[src/rtl/stopwatch_ctrl_if.sv]
// Signal bundle between the stopwatch controller and its environment:
// divided level clocks, user controls, and the display-facing digits/flags.
`timescale 1ns/1ps

interface stopwatch_ctrl_if;
    logic       clk1_lvl;
    logic       clk2_lvl;
    logic       blink_lvl;
    logic       pause_btn;
    logic       clr_btn;
    logic       adj_sw;
    logic       sel_sw;
    logic [3:0] min_tens;
    logic [3:0] min_ones;
    logic [3:0] sec_tens;
    logic [3:0] sec_ones;
    logic       blank_min;
    logic       blank_sec;
    logic       paused;

    modport master (
        output clk1_lvl, clk2_lvl, blink_lvl, pause_btn, clr_btn, adj_sw, sel_sw,
        input  min_tens, min_ones, sec_tens, sec_ones, blank_min, blank_sec, paused
    );

    modport slave (
        input  clk1_lvl, clk2_lvl, blink_lvl, pause_btn, clr_btn, adj_sw, sel_sw,
        output min_tens, min_ones, sec_tens, sec_ones, blank_min, blank_sec, paused
    );
endinterface

[src/rtl/stopwatch_ctrl.sv]
// Stopwatch sequencing controller: BCD MM:SS counter with RUN / PAUSED / ADJUST
// modes, driven by edge-detected divider levels and synchronized user controls.
`timescale 1ns/1ps

module stopwatch_ctrl #(
    parameter int SYNC_STAGES = 2,
    parameter int MAX_MINUTES = 59
) (
    input logic             clk,
    input logic             reset,
    stopwatch_ctrl_if.slave bus
);

    typedef enum logic [1:0] {
        ST_RUN,
        ST_PAUSED,
        ST_ADJUST
    } state_t;

    localparam logic [3:0] MAX_MIN_TENS = 4'(MAX_MINUTES / 10);
    localparam logic [3:0] MAX_MIN_ONES = 4'(MAX_MINUTES % 10);

    logic [SYNC_STAGES-1:0] pause_sync;
    logic [SYNC_STAGES-1:0] clr_sync;
    logic [SYNC_STAGES-1:0] adj_sync;
    logic [SYNC_STAGES-1:0] sel_sync;

    logic pause_prev;
    logic clr_prev;
    logic clk1_q;
    logic clk1_prev;
    logic clk2_q;
    logic clk2_prev;

    logic pause_s;
    logic clr_s;
    logic adj_s;
    logic sel_s;
    logic pause_pulse;
    logic clr_pulse;
    logic tick1;
    logic tick2;

    state_t state_q;
    state_t state_d;
    logic   paused_q;
    logic   paused_d;

    logic [3:0] min_t_q, min_o_q, sec_t_q, sec_o_q;
    logic [3:0] min_t_d, min_o_d, sec_t_d, sec_o_d;
    logic [3:0] min_t_inc, min_o_inc, sec_t_inc, sec_o_inc;
    logic       sec_wrap;

    logic blank_min_q;
    logic blank_sec_q;

    always_ff @(posedge clk or posedge reset) begin
        if (reset) begin
            pause_sync <= '0;
            clr_sync   <= '0;
            adj_sync   <= '0;
            sel_sync   <= '0;
            pause_prev <= 1'b0;
            clr_prev   <= 1'b0;
            clk1_q     <= 1'b0;
            clk1_prev  <= 1'b0;
            clk2_q     <= 1'b0;
            clk2_prev  <= 1'b0;
        end else begin
            pause_sync <= {pause_sync[SYNC_STAGES-2:0], bus.pause_btn};
            clr_sync   <= {clr_sync[SYNC_STAGES-2:0],   bus.clr_btn};
            adj_sync   <= {adj_sync[SYNC_STAGES-2:0],   bus.adj_sw};
            sel_sync   <= {sel_sync[SYNC_STAGES-2:0],   bus.sel_sw};
            pause_prev <= pause_s;
            clr_prev   <= clr_s;
            clk1_q     <= bus.clk1_lvl;
            clk1_prev  <= clk1_q;
            clk2_q     <= bus.clk2_lvl;
            clk2_prev  <= clk2_q;
        end
    end

    assign pause_s     = pause_sync[SYNC_STAGES-1];
    assign clr_s       = clr_sync[SYNC_STAGES-1];
    assign adj_s       = adj_sync[SYNC_STAGES-1];
    assign sel_s       = sel_sync[SYNC_STAGES-1];
    assign pause_pulse = pause_s & ~pause_prev;
    assign clr_pulse   = clr_s & ~clr_prev;
    assign tick1       = clk1_q & ~clk1_prev;
    assign tick2       = clk2_q & ~clk2_prev;

    always_ff @(posedge clk or posedge reset) begin
        if (reset) begin
            state_q  <= ST_RUN;
            paused_q <= 1'b0;
        end else begin
            state_q  <= state_d;
            paused_q <= paused_d;
        end
    end

    // The paused flag survives a trip through ADJUST so we know where to return.
    always_comb begin
        state_d  = state_q;
        paused_d = paused_q;
        case (state_q)
            ST_RUN, ST_PAUSED: begin
                if (pause_pulse) begin
                    paused_d = ~paused_q;
                end
                if (adj_s) begin
                    state_d = ST_ADJUST;
                end else begin
                    state_d = paused_d ? ST_PAUSED : ST_RUN;
                end
            end
            ST_ADJUST: begin
                if (!adj_s) begin
                    state_d = paused_q ? ST_PAUSED : ST_RUN;
                end
            end
            default: state_d = ST_RUN;
        endcase
    end

    always_comb begin
        sec_wrap = (sec_t_q == 4'd5) && (sec_o_q == 4'd9);

        sec_o_inc = (sec_o_q == 4'd9) ? 4'd0 : sec_o_q + 4'd1;
        sec_t_inc = sec_t_q;
        if (sec_o_q == 4'd9) begin
            sec_t_inc = (sec_t_q == 4'd5) ? 4'd0 : sec_t_q + 4'd1;
        end

        min_o_inc = min_o_q + 4'd1;
        min_t_inc = min_t_q;
        if ((min_t_q == MAX_MIN_TENS) && (min_o_q == MAX_MIN_ONES)) begin
            min_o_inc = 4'd0;
            min_t_inc = 4'd0;
        end else if (min_o_q == 4'd9) begin
            min_o_inc = 4'd0;
            min_t_inc = min_t_q + 4'd1;
        end
    end

    // Clear wins over any tick in the same cycle; adjust increments never carry.
    always_comb begin
        min_t_d = min_t_q;
        min_o_d = min_o_q;
        sec_t_d = sec_t_q;
        sec_o_d = sec_o_q;
        if (clr_pulse) begin
            min_t_d = 4'd0;
            min_o_d = 4'd0;
            sec_t_d = 4'd0;
            sec_o_d = 4'd0;
        end else if ((state_q == ST_RUN) && tick1) begin
            sec_t_d = sec_t_inc;
            sec_o_d = sec_o_inc;
            if (sec_wrap) begin
                min_t_d = min_t_inc;
                min_o_d = min_o_inc;
            end
        end else if ((state_q == ST_ADJUST) && tick2) begin
            if (sel_s) begin
                sec_t_d = sec_t_inc;
                sec_o_d = sec_o_inc;
            end else begin
                min_t_d = min_t_inc;
                min_o_d = min_o_inc;
            end
        end
    end

    always_ff @(posedge clk or posedge reset) begin
        if (reset) begin
            min_t_q     <= 4'd0;
            min_o_q     <= 4'd0;
            sec_t_q     <= 4'd0;
            sec_o_q     <= 4'd0;
            blank_min_q <= 1'b0;
            blank_sec_q <= 1'b0;
        end else begin
            min_t_q     <= min_t_d;
            min_o_q     <= min_o_d;
            sec_t_q     <= sec_t_d;
            sec_o_q     <= sec_o_d;
            blank_min_q <= (state_q == ST_ADJUST) & bus.blink_lvl & ~sel_s;
            blank_sec_q <= (state_q == ST_ADJUST) & bus.blink_lvl & sel_s;
        end
    end

    assign bus.min_tens  = min_t_q;
    assign bus.min_ones  = min_o_q;
    assign bus.sec_tens  = sec_t_q;
    assign bus.sec_ones  = sec_o_q;
    assign bus.blank_min = blank_min_q;
    assign bus.blank_sec = blank_sec_q;
    assign bus.paused    = paused_q;

endmodule

[src/flat_wrapper.sv]
// flat-port wrapper written by rule: the top's interface ports become plain ports
module stopwatch_ctrl_flat 
#(
    parameter int SYNC_STAGES = 2,
    parameter int MAX_MINUTES = 59
)
  (clk, reset, bus_clk1_lvl, bus_clk2_lvl, bus_blink_lvl, bus_pause_btn, bus_clr_btn, bus_adj_sw, bus_sel_sw, bus_min_tens, bus_min_ones, bus_sec_tens, bus_sec_ones, bus_blank_min, bus_blank_sec, bus_paused);
  stopwatch_ctrl_if bus_i ();
  input logic clk;
  input logic reset;
  input wire logic [$bits(bus_i.clk1_lvl)-1:0] bus_clk1_lvl;
  input wire logic [$bits(bus_i.clk2_lvl)-1:0] bus_clk2_lvl;
  input wire logic [$bits(bus_i.blink_lvl)-1:0] bus_blink_lvl;
  input wire logic [$bits(bus_i.pause_btn)-1:0] bus_pause_btn;
  input wire logic [$bits(bus_i.clr_btn)-1:0] bus_clr_btn;
  input wire logic [$bits(bus_i.adj_sw)-1:0] bus_adj_sw;
  input wire logic [$bits(bus_i.sel_sw)-1:0] bus_sel_sw;
  output wire logic [$bits(bus_i.min_tens)-1:0] bus_min_tens;
  output wire logic [$bits(bus_i.min_ones)-1:0] bus_min_ones;
  output wire logic [$bits(bus_i.sec_tens)-1:0] bus_sec_tens;
  output wire logic [$bits(bus_i.sec_ones)-1:0] bus_sec_ones;
  output wire logic [$bits(bus_i.blank_min)-1:0] bus_blank_min;
  output wire logic [$bits(bus_i.blank_sec)-1:0] bus_blank_sec;
  output wire logic [$bits(bus_i.paused)-1:0] bus_paused;
  assign bus_i.clk1_lvl = bus_clk1_lvl;
  assign bus_i.clk2_lvl = bus_clk2_lvl;
  assign bus_i.blink_lvl = bus_blink_lvl;
  assign bus_i.pause_btn = bus_pause_btn;
  assign bus_i.clr_btn = bus_clr_btn;
  assign bus_i.adj_sw = bus_adj_sw;
  assign bus_i.sel_sw = bus_sel_sw;
  assign bus_min_tens = bus_i.min_tens;
  assign bus_min_ones = bus_i.min_ones;
  assign bus_sec_tens = bus_i.sec_tens;
  assign bus_sec_ones = bus_i.sec_ones;
  assign bus_blank_min = bus_i.blank_min;
  assign bus_blank_sec = bus_i.blank_sec;
  assign bus_paused = bus_i.paused;
  stopwatch_ctrl #(.SYNC_STAGES(SYNC_STAGES), .MAX_MINUTES(MAX_MINUTES)) u_core (.clk(clk), .reset(reset), .bus(bus_i));
endmodule
[config.mk]
export PLATFORM = sky130hd
export DESIGN_NAME = stopwatch_ctrl_flat
export DESIGN_NICKNAME = d
export VERILOG_FILES = /design/src/rtl/stopwatch_ctrl_if.sv /design/src/rtl/stopwatch_ctrl.sv /design/src/flat_wrapper.sv
export SDC_FILE = /design/constraint.sdc
export NUM_CORES = 1
export LEC_CHECK = 0
export CORE_AREA = 2 2 43 84
export CTS_CLUSTER_SIZE = 30
export DETAILED_ROUTE_END_ITERATION = 16
export DIE_AREA = 0 0 45 86
export PLACE_DENSITY = 0.73
export SLEW_MARGIN = 20
export SYNTH_ARGS = -nofsm -noshare
export SYNTH_HDL_FRONTEND = slang
export SYNTH_SLANG_ARGS = --single-unit
[constraint.sdc]
create_clock -name clk -period 2.5 [get_ports clk]
set_input_delay 0.375 -clock clk [delete_from_list [all_inputs] [get_ports clk]]
set_output_delay 0.375 -clock clk [all_outputs]
set_load 0.02 [all_outputs]
**Word level (Yosys, flattened, before mapping)**

Cells that the tools add are included.

- Output and inout bits: 19
- Word-level logic and storage cells: 86
- Latch bits: 0
- Memories kept: 0
- Bits in writable memories: 0
- Memory bits (read-only): 0
- Bits in registers: 35
- Bits of input ports: 9

- Bitwise gates (word level): 13
- Mux-type cells: 32
- Equal/unequal tests: 9
- Reduce and logical (&&, ||, !) cells: 10
- Div/mod/pow operators: 0
- Shift-type cells: 0
- Multiply operators: 0
- Order comparisons: 0
- Add/subtract/negate cells: 4

Operators with widths:

| operator | count |
|---|---|
| $mux 4 | 25 |
| $add 4x1->4 const B | 4 |
| $eq 4x3->1 const B | 2 |
| $eq 4x4->1 const B | 2 |
| $and 1x1->1 | 7 |
| $not 1->1 | 6 |
| $reduce_bool 3->1 | 2 |
| $logic_and 1x1->1 | 4 |
| $mux 1 | 4 |
| $mux 2 | 2 |
| $pmux 2 s2 | 1 |
| $ne 3x1->1 const B | 1 |
| $ne 3x3->1 const B | 1 |
| $reduce_and 3->1 | 1 |
| $eq 2x1->1 const B | 1 |
| $eq 2x2->1 const B | 1 |
| $logic_not 2->1 | 1 |
| $ne 2x2->1 const B | 1 |
| $reduce_and 2->1 | 1 |
| $reduce_or 2->1 | 1 |

**Depth between registers and ports, before layout**

- Depth in word-level cells: 7
- Mapped depth: 6
- Gate-level depth less buffers: 6

**Worst setup path before layout**

OpenSTA, ideal clock, no wires.

- Kind: flip-flop to flip-flop
- From: register u_core.sec_t_q[0] (netlist: u_core.bus.sec_tens[0])
- To: register u_core.min_t_q[0] (netlist: u_core.bus.min_tens[0])
- Period minus slack after synthesis: 1811 ps
- Setup time: 125 ps
- Arrival: 1686 ps
- Buffers on the path: 0
- Stages on the path, launching flop included: 6
- Required time: 2375 ps
- Setup slack: 689 ps
- Path through: dfrtp_1 ha_1 and3b_1 nand3_1 a21oi_2 mux2_2

- Cells in the longest elaborated chain, start to end: 4

RTL lines:

| what | line | source |
|---|---|---|
| from (decl) | stopwatch_ctrl.sv:49 | `logic [3:0] min_t_q, min_o_q, sec_t_q, sec_o_q;` |
| from (signal assigned) | stopwatch_ctrl.sv:186 | `sec_t_q <= sec_t_d;` |
| $eq 4x3->1 | stopwatch_ctrl.sv:127 | `sec_wrap = (sec_t_q == 4'd5) && (sec_o_q == 4'd9);` |
| $logic_and 1x1->1 | stopwatch_ctrl.sv:127 |  |
| $ne 3x1->1 (no source line) | -- |  |
| $reduce_and 3->1 (no source line) | -- |  |
| to (signal assigned) | stopwatch_ctrl.sv:184 | `min_t_q <= min_t_d;` |
| to (decl) | stopwatch_ctrl.sv:49 |  |

No other way between the ends.
A chain may end at the register's enable or synchronous reset.

**Worst setup path in the final report**

- From: register u_core.clr_sync[1]
- To: register u_core.sec_t_q[3] (netlist: u_core.bus.sec_tens[3])

- Cells in the longest elaborated chain, start to end: 3
- Elaborated cells between the ends (all ways): 5
- Those cells by class: mux: 1; bitwise: 1; reduce/logical: 3

RTL lines:

| what | line | source |
|---|---|---|
| from (decl) | stopwatch_ctrl.sv:24 | `logic [SYNC_STAGES-1:0] clr_sync;` |
| from (signal assigned) | stopwatch_ctrl.sv:71 | `clr_sync <= {clr_sync[SYNC_STAGES-2:0], bus.clr_btn};` |
| $and 1x1->1 * | stopwatch_ctrl.sv:88 | `assign clr_pulse = clr_s & ~clr_prev;` |
| $reduce_bool 3->1 (no source line) | -- |  |
| $reduce_and 2->1 (no source line) | -- |  |

Every way passes the cells marked *; elsewhere a longest branch is shown, timed or not.

==> out/qor.yml <==
finalHoldViolations: 0
vias_per_cell: 5.646
die_h_um: 86
rsz0062_at_grt: "no"
path_clk_slew_ns: 0.07
cts_tree: "yes"
yosys-top-cells-area: "dfrtp_1 57%, ha_1 6.5%, nand3_1 2.9%"
post-route-util_pct: 61.05
drtIter0Drc: 30
cellPowerDensity_mw_per_mm2: 1039
yosys_register_bits: 35
synth-async-reset-ratio_pct: 100.0
fin_ws_ns: 0.4306
grt_pass1_vias: 1140
syn_area_per_cell_um2: 11.63
grt_antenna_before_repair: 0
end_kind: "flip-flop"
cts_made_buffers: 5
ctsHoldBuffers: 0
ios: 28
tightestPinTransition_ns: 0.7547
via_count: 1118
period_needed_ns: 2.069
drc_errors: 0
numPortBuffers: 27
r2r-start: "u_core.clr_sync[1]$_DFF_PP0_"
core_mm2: 0.003193
start_util_pct: 48.08
syn2layout_area_growth_pct: 26.98
clock_latency_ns: 0.29
cp_top_family: "simple AND/OR/NAND/NOR gates"
drive_gt1_share_pct: 9.581
fmax_mhz: 483.2
die_area_mm2: 0.003870
root_buffer: "clkbuf_8"
p_leak_uw: 0.0008515
drtAntennaViolNets: 0
finClkSkew_ns: 0.004930
maxCapViolCount: 0
crit_path_start_kind: "flip-flop"
sw_frac_of_total_pct: 36.87
fin_crit_sh_pct: 82.77
netSwitchingPower_uw: 746.5
crit_path_cell_trace: "nor2b_1 > nor2_1 > or4_4 > o31ai_1"
overflow: 0
netlist_instances: 132
grt.total_usage_pct: 17.31
p_int_uw: 1278
reg2reg_depth: 4
num_rows: 29
power_frac_seq_pct: 41.9
synth_warnings: 0
hold_start: "u_core.sel_sync[0]$_DFF_PP0_"
slew_violations: 0
nets: 183
r2r-end: "u_core.bus.sec_tens[3]$_DFFE_PP0P_"
fin_setup_tns_ns: 0
synth_top_area_share_pct: 57.05
gp_congestion: 0.8398
synth_area_leader_cell: "dfrtp_1"
ys.flop_type: "dfrtp_1"
slowest_stage: "nor2b_1"
hold_path_end: "u_core.sel_sync[1]$_DFF_PP0_"
n_antenna_cell: 0
cp.arrival_ns: 2.27
synth_seq_area_share_pct: 57.05
reg2reg_slack_ns: 0.43
path_max_fanout: 13
clockPowerShare_pct: 21.4
clk_path_buf_depth: 2
worst-setup-path-type: "reg2reg"
cts-resized-gates: 0
htreeDepth: 2
holdWs_ns: 0.3476
total_power_uw: 2025
post_cts_buffers: 0
holdPathStages: 0
synth_edf_count: 0
grt_max_degree: 36
fill_cells: 276
wl_per_cell_um: 14.56
syn_nets: 149
setup_viol: 0
hp-class: "reg2reg"
dpl.hpwl_um: 2097
max_slew_margin_pct: 49.58
cts.sinks: 35
dr.pass1.iters: 4
netlist_area_mm2: 0.001535
grt_pass1_wl_um: 4954
die_w_um: 45
dp_slack_ns: 0.4533
ir_worst_vdd_mv: 0.6099
status: "complete, no violations"
wl_um: 2882
cp_num_buf_inv: 0
comb_power_share_pct: 36.8
yosysUniqueCellTypes: 40
max_stage_delay_ns: 0.62
cp.required_ns: 2.70
-- power groups by stage --
stage,Clock [uW],Sequential (uW),Combinational (uW)
global route,470,872,828
CTS,450,849,753
floorplan,0,962,302
global placement,0,848,725
finish,433,847,744
detailed placement,0,859,749
-- area by class of cell --
cell class                 instances  area [um2]  share of cell area, %
multi-input combinational         85       613.1                  31.45
tap                               31       38.79                  1.990
clock inverter                     2       16.27                 0.8344
clock buffer                       6       82.58                  4.236
inverter                          10       37.54                  1.926
timing repair buffer              29       285.3                  14.63
sequential                        35       875.8                  44.93
-- placed cells by master (no fill, tap or decap), drive strengths merged, types with 2 or more instances in the layout --
master,count
o211ai,2
and3b,2
clkdlybuf4s50,27
buf,2
inv,10
nand2,6
clkbuf,6
nand2b,4
mux2,2
o21ai,8
nor2,4
nand3,9
dfrtp,35
nor3b,3
a21oi,4
or3,2
a211oi,3
and2,2
o31ai,6
nor3,2
ha,8
-- metal layers --
metal	track usage [%]	vias up	wire [um]
li1	-	547	-
met1	18.78	532	1103
met2	29.35	30	1563
met3	4.000	9	127
met4	9.626	0	87
met5	0	-	0
-- sequential cells by signal, indices dropped and copies added (netlist names) --
name	flops
u_core.clr_prev	1
u_core.pause_sync	2
u_core.clk1_q	1
u_core.bus.paused	1
u_core.pause_prev	1
u_core.bus.blank_sec	1
u_core.sel_sync	2
u_core.clk2_prev	1
u_core.clk2_q	1
u_core.state_q	2
u_core.bus.blank_min	1
u_core.bus.min_ones	4
u_core.clr_sync	2
u_core.bus.min_tens	4
u_core.bus.sec_tens	4
u_core.adj_sync	2
u_core.clk1_prev	1
u_core.bus.sec_ones	4
-- logic make-up (layout without fill, tap and decap cells) --
logic type      after synthesis  in the layout  share of synthesized area, %
compound gates               31             31                         13.94
simple gates                 43             43                         17.44
mux                           2              2                         1.467
flops                        35             35                         57.05
fa+ha+maj                     8              8                         6.520
buf+inv                      12             47                         3.015
xor+xnor                      1              1                        0.5706
-- worst max path at each step --
stage | to | depth (start not counted) | slack, ns | startpoint
3_5_place_dp | u_core.bus.sec_tens[3]$_DFFE_PP0P_ | 4 | 0.45 | u_core.clr_sync[1]$_DFF_PP0_
6_report | u_core.bus.sec_tens[3]$_DFFE_PP0P_ | 4 | 0.43 | u_core.clr_sync[1]$_DFF_PP0_
4_1_cts | u_core.bus.sec_tens[3]$_DFFE_PP0P_ | 4 | 0.44 | u_core.clr_sync[1]$_DFF_PP0_
2_1_floorplan | u_core.bus.min_tens[0]$_DFFE_PP0P_ | 5 | 0.69 | u_core.bus.sec_tens[0]$_DFFE_PP0P_
3_3_place_gp | u_core.bus.sec_tens[3]$_DFFE_PP0P_ | 4 | 0.48 | u_core.clr_sync[1]$_DFF_PP0_
5_1_grt | u_core.bus.sec_tens[3]$_DFFE_PP0P_ | 4 | 0.19 | u_core.clr_sync[1]$_DFF_PP0_
-- synthesized netlist by cell type (2+ instances only) --
| master | count |
|---|---|
| a211oi_1 | 3 |
| o31ai_1 | 6 |
| mux2_2 | 2 |
| and2_1 | 2 |
| nand2b_1 | 4 |
| a21oi_1 | 3 |
| o21ai_0 | 7 |
| nor2_1 | 4 |
| nand2_1 | 6 |
| dfrtp_1 | 35 |
| and3b_1 | 2 |
| ha_1 | 8 |
| nor3_1 | 2 |
| nor3b_1 | 3 |
| o211ai_1 | 2 |
| or3_1 | 2 |
| inv_1 | 10 |
| nand3_1 | 9 |
-- metrics by stage --
step | cells | instance area, um2
finish | 198 | 1949
global route | 198 | 1949
CTS | 198 | 1949
detailed placement | 190 | 1851
global placement | 190 | 1851
floorplan | 132 | 1535
(Power assumes the default switching activity.)
==> edit 1 (same settings) <==
Make the reset (`reset`) synchronous in 3 clocked blocks.
--- a/src/rtl/stopwatch_ctrl.sv
+++ b/src/rtl/stopwatch_ctrl.sv
@@ -55,5 +55,5 @@
     logic blank_sec_q;
 
-    always_ff @(posedge clk or posedge reset) begin
+    always_ff @(posedge clk) begin
         if (reset) begin
             pause_sync <= '0;
@@ -90,5 +90,5 @@
     assign tick2       = clk2_q & ~clk2_prev;
 
-    always_ff @(posedge clk or posedge reset) begin
+    always_ff @(posedge clk) begin
         if (reset) begin
             state_q  <= ST_RUN;
@@ -173,5 +173,5 @@
     end
 
-    always_ff @(posedge clk or posedge reset) begin
+    always_ff @(posedge clk) begin
         if (reset) begin
             min_t_q     <= 4'd0;
Check against the original RTL: differs if reset is asserted again (counterexample within 4 cycles, from zero or initial values and one cycle with reset high); with reset held inactive, the same outputs for 10 cycles.
==> edit 1 against the unedited design <==
Sequential cell count is the same. Area after synthesis shrank 1.7%. Non-clock buffer count shrank 1. Routed wire length grew 2.0%. Worst setup slack lost 0.12 ns. Final area shrank 3.6%. Worst hold slack gained 0.064 ns. Critical path type unchanged. Critical endpoint is now u_core.bus.min_tens[3].
Power is not compared: it rests on default switching activity, and its combinational part moved more than twofold at a synthesized area within 25%.
==> edit 1: results (changes against the unedited design) <==
Worst path slowest cell - or4_4 (was nor2b_1)
maximum number of pins on one net before global-route repair - 16 (was 36)
synthesized net count - 171 (was 149)
LEAKAGE - 0.000655 uW
routed via count divided by cell count - 5.71 (was 5.65)
maximum resistive drop on vdd - 385 uV
mux cell area share after synthesis - 2.65% (was 1.47%)
Net count, final - 199 (was 183)
clk_skew - 0.00712 ns (was 0.00493 ns)
final weighted congestion of routability-driven global placement - 0.796 (was 0.840)
CP Max Fanout - 12 (was 13)
final instance area - 0.00188 mm2 (was 0.00195 mm2)
later-pin clock latency in the skew report - 0.28 ns
total number of multi-input combinational cells - 110 (was 85)
critical path endpoint - u_core.bus.min_tens[3] (was u_core.bus.sec_tens[3])
footprint of the multi-input gates - 752 um2 (was 613 um2)
post-CTS resize count - 0 (unchanged)
portion of the post-synthesis area used by sequential elements - 46.4% (was 57.0%)
worst hold start - u_core.adj_sync[1] (was u_core.sel_sync[0])
combined flip-flop and latch cell area - 701 um2 (was 876 um2)
top cells by area in the synthesized netlist - dfxtp_1 46%, nor2b_1 7.5%, ha_1 3.3% (was dfrtp_1 57%, ha_1 6.5%, nand3_1 2.9%)
layout cell share with drive strength beyond 1 - 8.06% (was 9.58%)
arrival time worst endpoint - 2.40 ns (was 2.27 ns)
number of placed instances, taps included - 210 (was 190)
share of flip-flops with an asynchronous set or reset after synthesis - 0% (was 100%)
clk cell area share - 4.66% (was 5.07%)
count of clock-net buffers in the final layout - 6 (unchanged)
result of the run - finished clean (unchanged)
number of post-CTS setup repair buffers - 0 (unchanged)
XOR/XNOR share of the synthesized area - 1.16% (was 0.570%)
Slew @ Worst Pin - 0.659 ns (was 0.755 ns)
R2R Path Start - u_core.state_q[1] (was u_core.clr_sync[1])
synthesized-area fraction occupied by ao, oa, aoi and oai cells - 14.0% (was 13.9%)
average instance area after synthesis - 9.55 um2 (was 11.6 um2)
count of non-CTS buffers in the layout - 28 (was 29)
vias in the first global route - 1231 (was 1140)
GRT Resource Usage Total - 18.1% (was 17.3%)
share of final layout cell area taken by non-clock buffers - 14.8% (was 14.6%)
Synth Area in Adders - 3.32% (was 6.52%)
Cells on Worst Hold Path - 1 (was 0)
leading post-synthesis cells by instance count - 35 x dfxtp_1, 18 x nor2b_1, 9 x a21oi_1, 8 x nand2_1 (was 35 x dfrtp_1, 10 x inv_1, 9 x nand3_1, 8 x ha_1, 7 x o21ai_0)
DP Wirelength - 2.14 mm (was 2.10 mm)
fillers - 283 (was 276)
DRC violation total after the first TritonRoute iteration - 22 (was 30)
number of distinct library cells after synthesis - 41 (was 40)
clock root buffer - clkbuf_8 (unchanged)
Area after DPL - 0.00179 mm2 (was 0.00185 mm2)
routed len/inst - 13.5 um (was 14.6 um)
number of synthesized register bits - 35 (unchanged)
Final Routed Wirelength - 2.94 mm (was 2.88 mm)
Min-Delay Endpoint - u_core.state_q[0] (was u_core.sel_sync[1])
# diodes - 0 (unchanged)
wire length of the first global-routing pass - 5.26 mm (was 4.95 mm)
nonclk inv count - 6 (was 10)
worst setup slack for register-to-register paths - 0.31 ns (was 0.43 ns)
-- edit 1: cell types whose count changed after synthesis, sizes merged, moves of 4 or more --
cell / change
or4: +4
nand4: +4
dfxtp: +35
ha: -4
inv: -4
a21oi: +5
nand3: -6
dfrtp: -35
nor2b: +17
mux2i: +4
clkbuf: +5
-- edit 1: per-stage QoR --
stage	hold WS, ns	setup slack, ns	power, uW
after global placement	0.403	0.360	656
final	0.411	0.310	1050
after global routing	0.448	0.202	1100
after CTS	0.416	0.296	1070
after floorplan	0.392	0.459	631
after detailed placement	0.410	0.307	659
-- edit 1: worst register-to-register path, stage by stage (launching register included) --
cell,delay [ns]
dfxtp_1,0.34
or4b_4,0.53
or4_4,0.61
a2111oi_2,0.41
mux2i_1,0.22
-- edit 1: routing by layer --
| metal | part of all wire [%] | track usage [%] |
|---|---|---|
| met5 | 0 | 0 |
| met4 | 4.1 | 11.2 |
| met3 | 4.3 | 5.47 |
| met2 | 52 | 29.7 |
| met1 | 39 | 19.0 |
==> edit 2 (same flow settings) <==
Without the edit above. `SYNC_STAGES` is set to 2 in 2 places; all go to 4.
--- a/src/rtl/stopwatch_ctrl.sv
+++ b/src/rtl/stopwatch_ctrl.sv
@@ -4,5 +4,5 @@
 
 module stopwatch_ctrl #(
-    parameter int SYNC_STAGES = 2,
+    parameter int SYNC_STAGES = 4,
     parameter int MAX_MINUTES = 59
 ) (
--- a/src/flat_wrapper.sv
+++ b/src/flat_wrapper.sv
@@ -2,5 +2,5 @@
 module stopwatch_ctrl_flat 
 #(
-    parameter int SYNC_STAGES = 2,
+    parameter int SYNC_STAGES = 4,
     parameter int MAX_MINUTES = 59
 )
Behaviour: not the same (a bounded check fails within 4 cycles, from zero or initial values and one cycle with reset high).
==> edit 2 against the unedited design <==
Power is 17% higher. Sequential cell count up 8. Utilization rose by 6.9 points. Largest cell class unchanged. Combinational power is 7.7% higher. Worst setup slack improved by 0.070 ns. Sequential power up 19%. Final area grew 11%. Die area unchanged. Clock skew is 0.00077 ns lower. Worst hold slack gained 0.0072 ns. Routed wire length is 9.5% higher. Area after synthesis increased by 13%. Via count increased by 7.2%. Highest routed layer unchanged.
==> edit 2: results (changes against the unedited design) <==
result of the run - finished clean (unchanged)
class of the tightest hold or removal check - flop to flop (unchanged)
Net count, final - 191 (was 183)
R2R Path Start - u_core.bus.sec_tens[1] (was u_core.clr_sync[1])
top cells by area in the synthesized netlist - dfrtp_1 62%, ha_1 5.8%, nand3_1 2.9% (was dfrtp_1 57%, ha_1 6.5%, nand3_1 2.9%)
CP Max Fanout - 6 (was 13)
share of flip-flops with an asynchronous set or reset after synthesis - 100% (unchanged)
# diodes - 0 (unchanged)
worst setup slack before clock tree synthesis - 0.513 ns (was 0.453 ns)
Min-Delay Endpoint - u_core.sel_sync[2] (was u_core.sel_sync[1])
vias in the first global route - 1274 (was 1140)
Yosys warning total - 0 (unchanged)
Cells on Worst Hold Path - 0 (unchanged)
clock root buffer - clkbuf_8 (unchanged)
cell depth of the worst flop-to-flop path - 6 (was 4)
synthesized net count - 156 (was 149)
wire length of the first global-routing pass - 5.56 mm (was 4.95 mm)
GRT Resource Usage Total - 19.4% (was 17.3%)
maximum clock insertion buffer count - 2 (unchanged)
routed via count divided by cell count - 5.82 (was 5.65)
antenna violations before repair - 0 (unchanged)
fillers - 250 (was 276)
CTS HTree Levels - 2 (unchanged)
worst hold start - u_core.sel_sync[1] (was u_core.sel_sync[0])
total iterations of the first detailed-routing run - 4 (unchanged)
leading post-synthesis cells by instance count - 43 x dfrtp_1, 10 x nand3_1, 9 x inv_1, 8 x ha_1, 8 x o21ai_0 (was 35 x dfrtp_1, 10 x inv_1, 9 x nand3_1, 8 x ha_1, 7 x o21ai_0)
DP Wirelength - 2.23 mm (was 2.10 mm)
layout cell share with drive strength beyond 1 - 9.71% (was 9.58%)
Final Routed Wirelength - 3.16 mm (was 2.88 mm)
portion of the post-synthesis area used by sequential elements - 62.3% (was 57.0%)
number of distinct library cells after synthesis - 39 (was 40)
number of post-CTS setup repair buffers - 0 (unchanged)
worst relative slew slack - 65.2% (was 49.6%)
clock transition at the register clock pins on the worst setup and hold paths after CTS - 0.08 ns
LEAKAGE - 0.000961 uW (was 0.000851 uW)
final weighted congestion of routability-driven global placement - 0.928 (was 0.840)
port buffer count - 27 (unchanged)
worst setup slack for register-to-register paths - 0.50 ns (was 0.43 ns)
crit path from - u_core.bus.sec_tens[1] (was u_core.clr_sync[1])
post-CTS resize count - 0 (unchanged)
number of buffers created by CTS - 5 (unchanged)
reg2reg end - u_core.bus.min_tens[1] (was u_core.bus.sec_tens[3])
number of flops mapped to enable cells by yosys - 0 (unchanged)
maximum resistive drop on vdd - 717 uV (was 610 uV)
arrival time worst endpoint - 2.18 ns (was 2.27 ns)
Area after DPL - 0.00205 mm2 (was 0.00185 mm2)
clk_skew - 0.00416 ns (was 0.00493 ns)
maximum number of pins on one net before global-route repair - 44 (was 36)
minimum hold slack - 0.355 ns (was 0.348 ns)
final global-route overflow total - 0 (unchanged)
DRC violation total after the first TritonRoute iteration - 37 (was 30)
## edit 2: metrics by stage
stage                     instances  utilization, %
after global placement          198            64.3
after detailed placement        198            64.3
final                           206            67.9
after global routing            206            67.9
after floorplan                 139               -
after CTS                       206            67.9
## edit 2: routing by layer
metal  wire (um)  global-route usage [%]  up-vias
met2        1730                    33.5       27
met4          99                    9.89        0
met3         100                    4.00       12
met5           0                       0        -
li1            -                       -      569
met1        1220                    21.3      590
## edit 2: worst max path at each step
stage               slack [ns]                endpoint  depth (start not counted)
floorplan                 0.64  u_core.bus.min_tens[0]                          5
global placement          0.59  u_core.bus.sec_tens[3]                          5
detailed placement        0.51  u_core.bus.min_tens[1]                          6
CTS                       0.50  u_core.bus.min_tens[1]                          4
global route              0.25  u_core.bus.min_tens[1]                          6
finish                    0.50  u_core.bus.min_tens[1]                          6
## edit 2: critical path: stages (launching register included)
cell and delay [ns]:
dfrtp_1 0.43, inv_1 0.07, ha_1 0.12, and3b_1 0.25
nand3_1 0.25, a21oi_1 0.39, mux2_2 0.38
## edit 2: logic make-up (layout without fill, tap and decap cells)
family | Yosys count | in the layout | synth area share [%]
multiplexers | 2 | 2 | 1.30
buffers and inverters | 11 | 47 | 2.39
AO/OA/AOI/OAI | 33 | 33 | 13.0
adder cells (fa/ha/maj) | 8 | 8 | 5.79
flip-flops | 43 | 43 | 62.3
XOR/XNOR | 1 | 1 | 0.507
AND/OR/NAND/NOR | 41 | 41 | 14.8
## edit 2: area by class of cell
cell class | instances | share of cell area (%)
flip-flops and latches | 43 | 49.6
clock buffers | 5 | 3.17
multi-input cells | 85 | 28.2
inverters | 9 | 1.56
well taps | 31 | 1.79
repair buffers | 30 | 13.5
clock inverters | 3 | 2.19
## edit 2: power by group
group	internal (uW)	total, uW	switching [uW]
logic	393	801	408
registers	838	1010	176
clock network	303	546	243
total	1530	2360	827
